<file path="config.mk">
export PLATFORM = sky130hd
export DESIGN_NAME = banked_register_file
export DESIGN_NICKNAME = d
export VERILOG_FILES = /design/src/rtl/banked_register_file.sv
export SDC_FILE = /design/constraint.sdc
export NUM_CORES = 2
export LEC_CHECK = 0
export ABC_AREA = 0
export CAP_MARGIN = 25
export CORE_UTILIZATION = 45
export CTS_CLUSTER_DIAMETER = 200
export DETAILED_ROUTE_END_ITERATION = 10
export PLACE_DENSITY_LB_ADDON = 0.05
export SYNTH_ARGS = -nofsm -noshare
export SYNTH_HDL_FRONTEND = slang
export SYNTH_SLANG_ARGS = --single-unit
</file>
<file path="constraint.sdc">
create_clock -name clk -period 6.22 [get_ports clk]
set_input_delay 1.244 -clock clk [delete_from_list [all_inputs] [get_ports clk]]
set_output_delay 1.244 -clock clk [all_outputs]
set_load 0.01 [all_outputs]
</file>
<file path="src/rtl/banked_register_file.sv">
// Banked register file: separate integer and float banks, NUM_RD registered
// read ports, one write port, write-to-read bypass and a clear sequencer that
// zeroes both banks after reset or on request.
module banked_register_file #(
  parameter int DATA_W = 32,
  parameter int ADDR_W = 5,
  parameter int NUM_RD = 2
) (
  input  logic                     clk,
  input  logic                     rst_n,
  input  logic                     clear_req,
  input  logic                     wr_en,
  input  logic                     wr_float,
  input  logic [ADDR_W-1:0]        wr_addr,
  input  logic [DATA_W-1:0]        wr_data,
  input  logic [NUM_RD-1:0]        rd_en,
  input  logic [NUM_RD-1:0]        rd_float,
  input  logic [NUM_RD*ADDR_W-1:0] rd_addr,
  output logic [NUM_RD*DATA_W-1:0] rd_data,
  output logic [NUM_RD-1:0]        rd_valid,
  output logic                     ready
);

  localparam int DEPTH = 2 ** ADDR_W;

  typedef enum logic {
    S_CLEAR = 1'b0,
    S_READY = 1'b1
  } state_t;

  state_t            r_state;
  state_t            w_state_next;
  logic [ADDR_W-1:0] r_idx;

  logic [DATA_W-1:0] r_int_mem [DEPTH];
  logic [DATA_W-1:0] r_flt_mem [DEPTH];

  // Shared write port into both banks (either the clear sweep or the user write)
  logic              w_we_int;
  logic              w_we_flt;
  logic [ADDR_W-1:0] w_mem_addr;
  logic [DATA_W-1:0] w_mem_data;
  // A user write that actually lands in the array; only such writes bypass
  logic              w_wr_commit;

  // State register and clear index; the index wraps to 0 after the last entry
  always_ff @(posedge clk) begin
    if (!rst_n) begin
      r_state <= S_CLEAR;
      r_idx   <= '0;
    end else begin
      r_state <= w_state_next;
      if (r_state == S_CLEAR) begin
        r_idx <= r_idx + ADDR_W'(1);
      end else if (clear_req) begin
        r_idx <= '0;
      end
    end
  end

  // Next state: sweep finishes on the last index, a request restarts it from READY
  always_comb begin
    w_state_next = r_state;
    case (r_state)
      S_CLEAR: if (r_idx == ADDR_W'(DEPTH - 1)) w_state_next = S_READY;
      S_READY: if (clear_req) w_state_next = S_CLEAR;
      default: w_state_next = S_CLEAR;
    endcase
  end

  // Outputs of the FSM: ready flag and the array write port steering
  always_comb begin
    ready       = 1'b0;
    w_we_int    = 1'b0;
    w_we_flt    = 1'b0;
    w_mem_addr  = wr_addr;
    w_mem_data  = wr_data;
    w_wr_commit = 1'b0;
    case (r_state)
      S_CLEAR: begin
        w_we_int   = 1'b1;
        w_we_flt   = 1'b1;
        w_mem_addr = r_idx;
        w_mem_data = '0;
      end
      S_READY: begin
        ready = 1'b1;
        // Integer r0 is hardwired to zero, so writes to it never land
        w_wr_commit = wr_en && !clear_req && (wr_float || (wr_addr != '0));
        w_we_int    = w_wr_commit && !wr_float;
        w_we_flt    = w_wr_commit && wr_float;
      end
      default: ;
    endcase
  end

  // Bank storage: no reset, contents are zeroed by the sweep instead
  always_ff @(posedge clk) begin
    if (rst_n) begin
      if (w_we_int) r_int_mem[w_mem_addr] <= w_mem_data;
      if (w_we_flt) r_flt_mem[w_mem_addr] <= w_mem_data;
    end
  end

  generate
    for (genvar gi = 0; gi < NUM_RD; gi++) begin : g_rd
      logic [ADDR_W-1:0] w_rd_addr;
      logic [DATA_W-1:0] w_mem_q;
      logic              w_bypass;

      assign w_rd_addr = rd_addr[gi*ADDR_W +: ADDR_W];
      assign w_mem_q   = rd_float[gi] ? r_flt_mem[w_rd_addr] : r_int_mem[w_rd_addr];
      assign w_bypass  = w_wr_commit && (wr_float == rd_float[gi]) && (wr_addr == w_rd_addr);

      // Registered read with same-cycle write forwarding; data holds when idle
      always_ff @(posedge clk) begin
        if (!rst_n) begin
          rd_data[gi*DATA_W +: DATA_W] <= '0;
          rd_valid[gi]                 <= 1'b0;
        end else if (ready && rd_en[gi]) begin
          rd_data[gi*DATA_W +: DATA_W] <= w_bypass ? wr_data : w_mem_q;
          rd_valid[gi]                 <= 1'b1;
        end else begin
          rd_valid[gi] <= 1'b0;
        end
      end
    end
  endgenerate

endmodule
</file>
; Word-level counts from Yosys, hierarchy flattened
; Memory sizes are Yosys's and may differ from the RTL's.
; Cells that the tools add are included.
[word_totals]
output_inout_bits = 67
ramBits = 2048
word_cells = 53
input_bits = 56
reg_bits = 72
n_memories = 2
[classes]
mux = 23
add_sub_neg = 1
bitwise_logic = 1
n_eq_ne = 6
reduce_logical = 14
[memory_table]
columns = memory, words, word_bits, rd, rd_ports_with_merged_regs, wr, line
row1 = r_flt_mem, 32, 32, 2, 0, 1, 36  ; logic [DATA_W-1:0] r_flt_mem [DEPTH];
row2 = r_int_mem, 32, 32, 2, 0, 1, 35  ; logic [DATA_W-1:0] r_int_mem [DEPTH];
[ops]
columns = op, count
row1 = 32-bit 2-to-1 mux, 5
row2 = 5-bit 2-to-1 mux, 3
row3 = 1-bit 2-to-1 mux, 12
row4 = 5-bit equality test, 2
row5 = 1-bit logical AND, 10
row6 = 1-bit one-hot mux with 2 select lines, 3
row7 = 5-bit by 1-bit adder with 5-bit output (second input constant), 1
row8 = 5-bit equality test (second input constant), 1
row9 = 5-bit nonzero test, 1
row10 = 1-bit equality test, 2
row11 = 1-bit logical NOT, 2
row12 = 2-bit inequality test (second input constant), 1
row13 = 1-bit logical OR, 1
row14 = 1-bit inverter, 1

; Logic depth before layout (Yosys ltp)
[logic_depth]
depth_word = 8
depth_mapped = 11
ltp_nobuf = 6

; Worst setup path before layout
; OpenSTA, ideal clock, no wires.
[synth_path]
kind = input to register
start = in rst_n
end = mem r_int_mem[10][0], enable pin
path_stages = 6
required_ps = 5799
setup_ps = 421
setup_slack_ps = 2214
n_path_buf = 2
t_arrival_ps = 3585
path_cell_list = clkbuf_1 -> inv_1 -> clkbuf_1 -> a21oi_1 -> nand2_1 -> nor2_1
[synth_via]
elab_chain_len = 2
[synth_rtl]
columns = element, line
row1 = start: declaration, 10  ; input logic rst_n,
row2 = 1-bit 2-to-1 mux, 99  ; if (rst_n) begin
row3 = 1-bit 2-to-1 mux (implied by the code), 100  ; if (w_we_int) r_int_mem[w_mem_addr] <= w_mem_data;
row4 = end: declaration, 35
; No other way between the ends.

; Final worst setup path
[layout_path]
start = in rd_addr[4]
end = reg rd_data[18]
[layout_via]
elab_chain_len = 3
word_cells_on_any_way = 6
cone_classes = eq/ne: 1 / mux: 2 / reduce/logical: 1 / memory: 2
[layout_rtl]
columns = element, line
row1 = start: declaration, 18  ; input logic [NUM_RD*ADDR_W-1:0] rd_addr,
row2 = "memory read 32 x 32 bit, or another cell as far along", --
row3 = 32-bit 2-to-1 mux or 1-bit logical AND (tied branches), "112, 113"
row4 = 32-bit 2-to-1 mux *, 121  ; rd_data[gi*DATA_W +: DATA_W] <= w_bypass ? wr_data : w_mem_q;
row5 = end signal: indexed assignment, 121
row6 = end: declaration, 19  ; output logic [NUM_RD*DATA_W-1:0] rd_data,
; Mark *: on every way between the ends. The rest lies on a longest branch, timed or not.
; A chain may end at the register's enable or synchronous reset.

==> summary.md <==
| Metric | Value |
|---|---|
| Run status | `finished, final reports clean` |
| Synth top area cells | `edfxtp_1 63%, mux4_2 27%, mux2i_1 1.8%, dfxtp_1 1.5%, buf_2 0.77%` |
| Maximum vdd ir drop | `0.000315 V` |
| Worst min path class | `reg -> reg` |
| PostCTS Resize Cnt | `0` |
| Vias in the first global route | `53300` |
| Core box area | `0.215 sq mm` |
| Worst Path Arrival | `a little under 5000 ps` |
| Die outline width | `~470 um` |
| Post-synthesis cell type count | `58` |
| DRT iter0 DRCs | `5836` |
| Total gr overflow | `0` |
| DRC | `0` |
| Post-synthesis async set-or-reset flop share | `0%` |
| Ports | `123` |
| Lkg Pwr | `around 34 nW` |
| Max-slew headroom | `around a fifth` |
| Clock Skews | `34.8 ps` |
| Hold Crit Start | `rd_data[22]$_SDFFE_PN0P_` |
| Cell taking the most area after synthesis | `edfxtp_1` |
| Mapped cell area | `0.0972 sq mm` |
| Pin count of the biggest net entering global routing | `81` |
| TritonCTS clock tree | `built` |
| Reg clk slew, reported paths | `about 70 ps` |
| Synthesis-to-layout area growth | `14.4%` |
| PD cells | `282 mW/mm^2` |
| End point of the critical path | `rd_data[18]$_SDFFE_PN0P_` |
| Die Ht | `467 um` |
| Max Cap Viol | `0` |
| DR pass1 iterations | `5` |
| CP Data Required Time | `between 6000 and 7000 ps` |
| Minimum clock period | `4220 ps` |
| CTS Buf Count | `226` |
| Top_reg_cell synth | `edfxtp_1` |
| DP HPWL | `around 200000 um` |
| Mapped Cells | `4546` |
| #FFs+latches synth | `roughly 2100` |
| Global-route wire length before repair | `439000 um` |
| Sequential share of the synthesized area | `64.8%` |
| Sum Neg Setup Slack | `0 ps` |
| Post-synth top area share | `around 63%` |
| WL/cell | `around 41 um` |
| CTS Hold Bufs | `0` |
| CP Launch Type | `input port` |
| Slew @ Worst Pin | `1190 ps` |
| Synth cell count leaders | `2048 x edfxtp_1, 1171 x mux4_2, 170 x mux2i_1, 149 x buf_2, 140 x clkbuf_1` |
| Reg2reg end | `rd_data[18]$_SDFFE_PN0P_` |
| Period Utilization, post-route | `67.8%` |
| FF-to-FF Start | `r_state$_SDFF_PN0_` |
| Average size of a mapped cell | `21.4 sq um` |
| CP startpoint | `rd_addr[4]` |
| Slew Limit Fails | `0` |
| Die Area | `0.218 sq mm` |
| Worst-Skew Late Latency | `just under 900 ps` |
| DRT antenna net count | `0` |
| Design Area, Final | `0.111 sq mm` |
| Hold WS | `approximately 570 ps` |
| Crit end category | `flop` |
| Vias | `52500` |
| GRT Util Overall | `29.5%` |
| Via density | `6.69` |
| FMAX | `237 MHz` |
| Yosys Warn Count | `0` |
| CTS Root Cell | `clkbuf_16` |
| H-tree depth | `4` |
| R2R depth | `6` |
| Register-to-Register Setup Slack | `2320 ps` |
| Clock Path Buffers | `3` |
| Initial core utilization | `45.3%` |
| Syn Nets | `about 4600` |
| Count of final hold-check violations | `0` |
| Fraction of layout cells with a size suffix above 1 | `38.2%` |
| IO buf count | `122` |
| Most common cell in the netlist | `edfxtp_1` |
| Critical path class | `in -> reg` |
| Initial antenna violation count | `10` |
| Cell Area, Placed | `a little over 0.1 sq mm` |
| Routed WL | `319000 um` |
| Post-synth EDFFs | `2048` |
| Worst-path fanout max | `25` |
| Setup Fix Bufs, Post-CTS | `0` |
| Final setup violation count | `0` |
| Row count | `170` |
| Fin nets | `4868` |
| RSZ-0062 raised after global routing | `no` |
| Gpl congestion | `0.937` |
| # clock sinks | `around 2100` |
[power by group]
part / switching (mW) / internal (mW) / leakage [nW]
logic: 1.23 / 1.00 / 11.6
clock network: 5.75 / 7.80 / 3.60
registers: 0.0368 / 15.5 / 18.6
total: 7.02 / 24.3 / 33.8
[per-layer routing]
| layer | share of wire [%] | GRT usage [%] | up-vias |
|---|---|---|---|
| li1 | - | - | 20700 |
| met1 | 40 | 39.5 | 29100 |
| met2 | 49 | 48.2 | 2199 |
| met3 | 6.0 | 4.36 | 484 |
| met4 | 4.8 | 13.1 | 10 |
| met5 | 0.017 | 0 | - |
[sequential cells by signal, indices dropped and copies added (netlist names)]
register,cells
r_flt_mem,1024
r_idx,5
r_int_mem,1024
r_state,1
rd_data,64
rd_valid,2
[worst min path at each step]
stage	to	slack, ps	depth (start not counted)
2_1_floorplan	rd_data[1]$_SDFFE_PN0P_	490	2
3_3_place_gp	rd_data[1]$_SDFFE_PN0P_	560	2
3_5_place_dp	rd_data[1]$_SDFFE_PN0P_	560	2
4_1_cts	rd_data[1]$_SDFFE_PN0P_	580	2
5_1_grt	rd_data[22]$_SDFFE_PN0P_	610	2
6_report	rd_data[22]$_SDFFE_PN0P_	570	2
[worst max-delay path: stages]
cell	delay [ps]
clkdlybuf4s50_1	1250
xnor2_1	390
nand4_1	210
or4_4	260
nand2_2	230
buf_12	280
a211oi_1	850
a21oi_1	150
[cells in the final DEF (no fill, tap or decap), types with 11 or more instances in the layout]
cell type,n
o22ai_1,83
clkbuf_1,58
a22oi_1,60
buf_12,65
nor2_4,68
o21ai_0,23
buf_2,11
nand3_1,16
nor3_1,18
clkinv_1,48
o211ai_1,31
and2_2,33
nand2_1,50
edfxtp_1,2048
dfxtp_1,71
o221ai_1,29
nor2_1,24
mux2i_1,170
clkbuf_16,227
clkinv_2,40
clkdlybuf4s50_1,112
or3_1,31
a21oi_1,69
a211oi_1,45
buf_4,205
bufinv_16,25
nand2b_1,13
mux4_2,1171
[cell families after synthesis]
group	Yosys count	share of synthesized area, %
AO/OA/AOI/OAI	389	2.76
XOR/XNOR	12	0.108
adder cells (fa/ha/maj)	2	0.0257
buffers and inverters	372	1.80
flip-flops	2120	64.8
multiplexers	1350	29.0
AND/OR/NAND/NOR	301	1.56
[area by class of cell]
type	instances	area [sq um]
fillers	16800	103000
flip-flops and latches	2120	62900
multi-input cells	2054	33100
clock buffers	289	5950
repair buffers	401	4130
well taps	2838	3550
clock inverters	137	1450
inverters	7	33.8
diodes	3	7.51
[metrics by stage]
stage,power (mW),setup slack [ps],std cells,util [%]
after floorplan,17.3,2210,4546,-
after global placement,18.1,509,7393,48.2
after detailed placement,18.1,1080,7417,48.3
after CTS,31.6,2010,7843,51.8
after global routing,32.1,2050,7847,51.8
final,31.3,2000,7849,51.8
No activity file was read; power rests on OpenSTA's default activity.
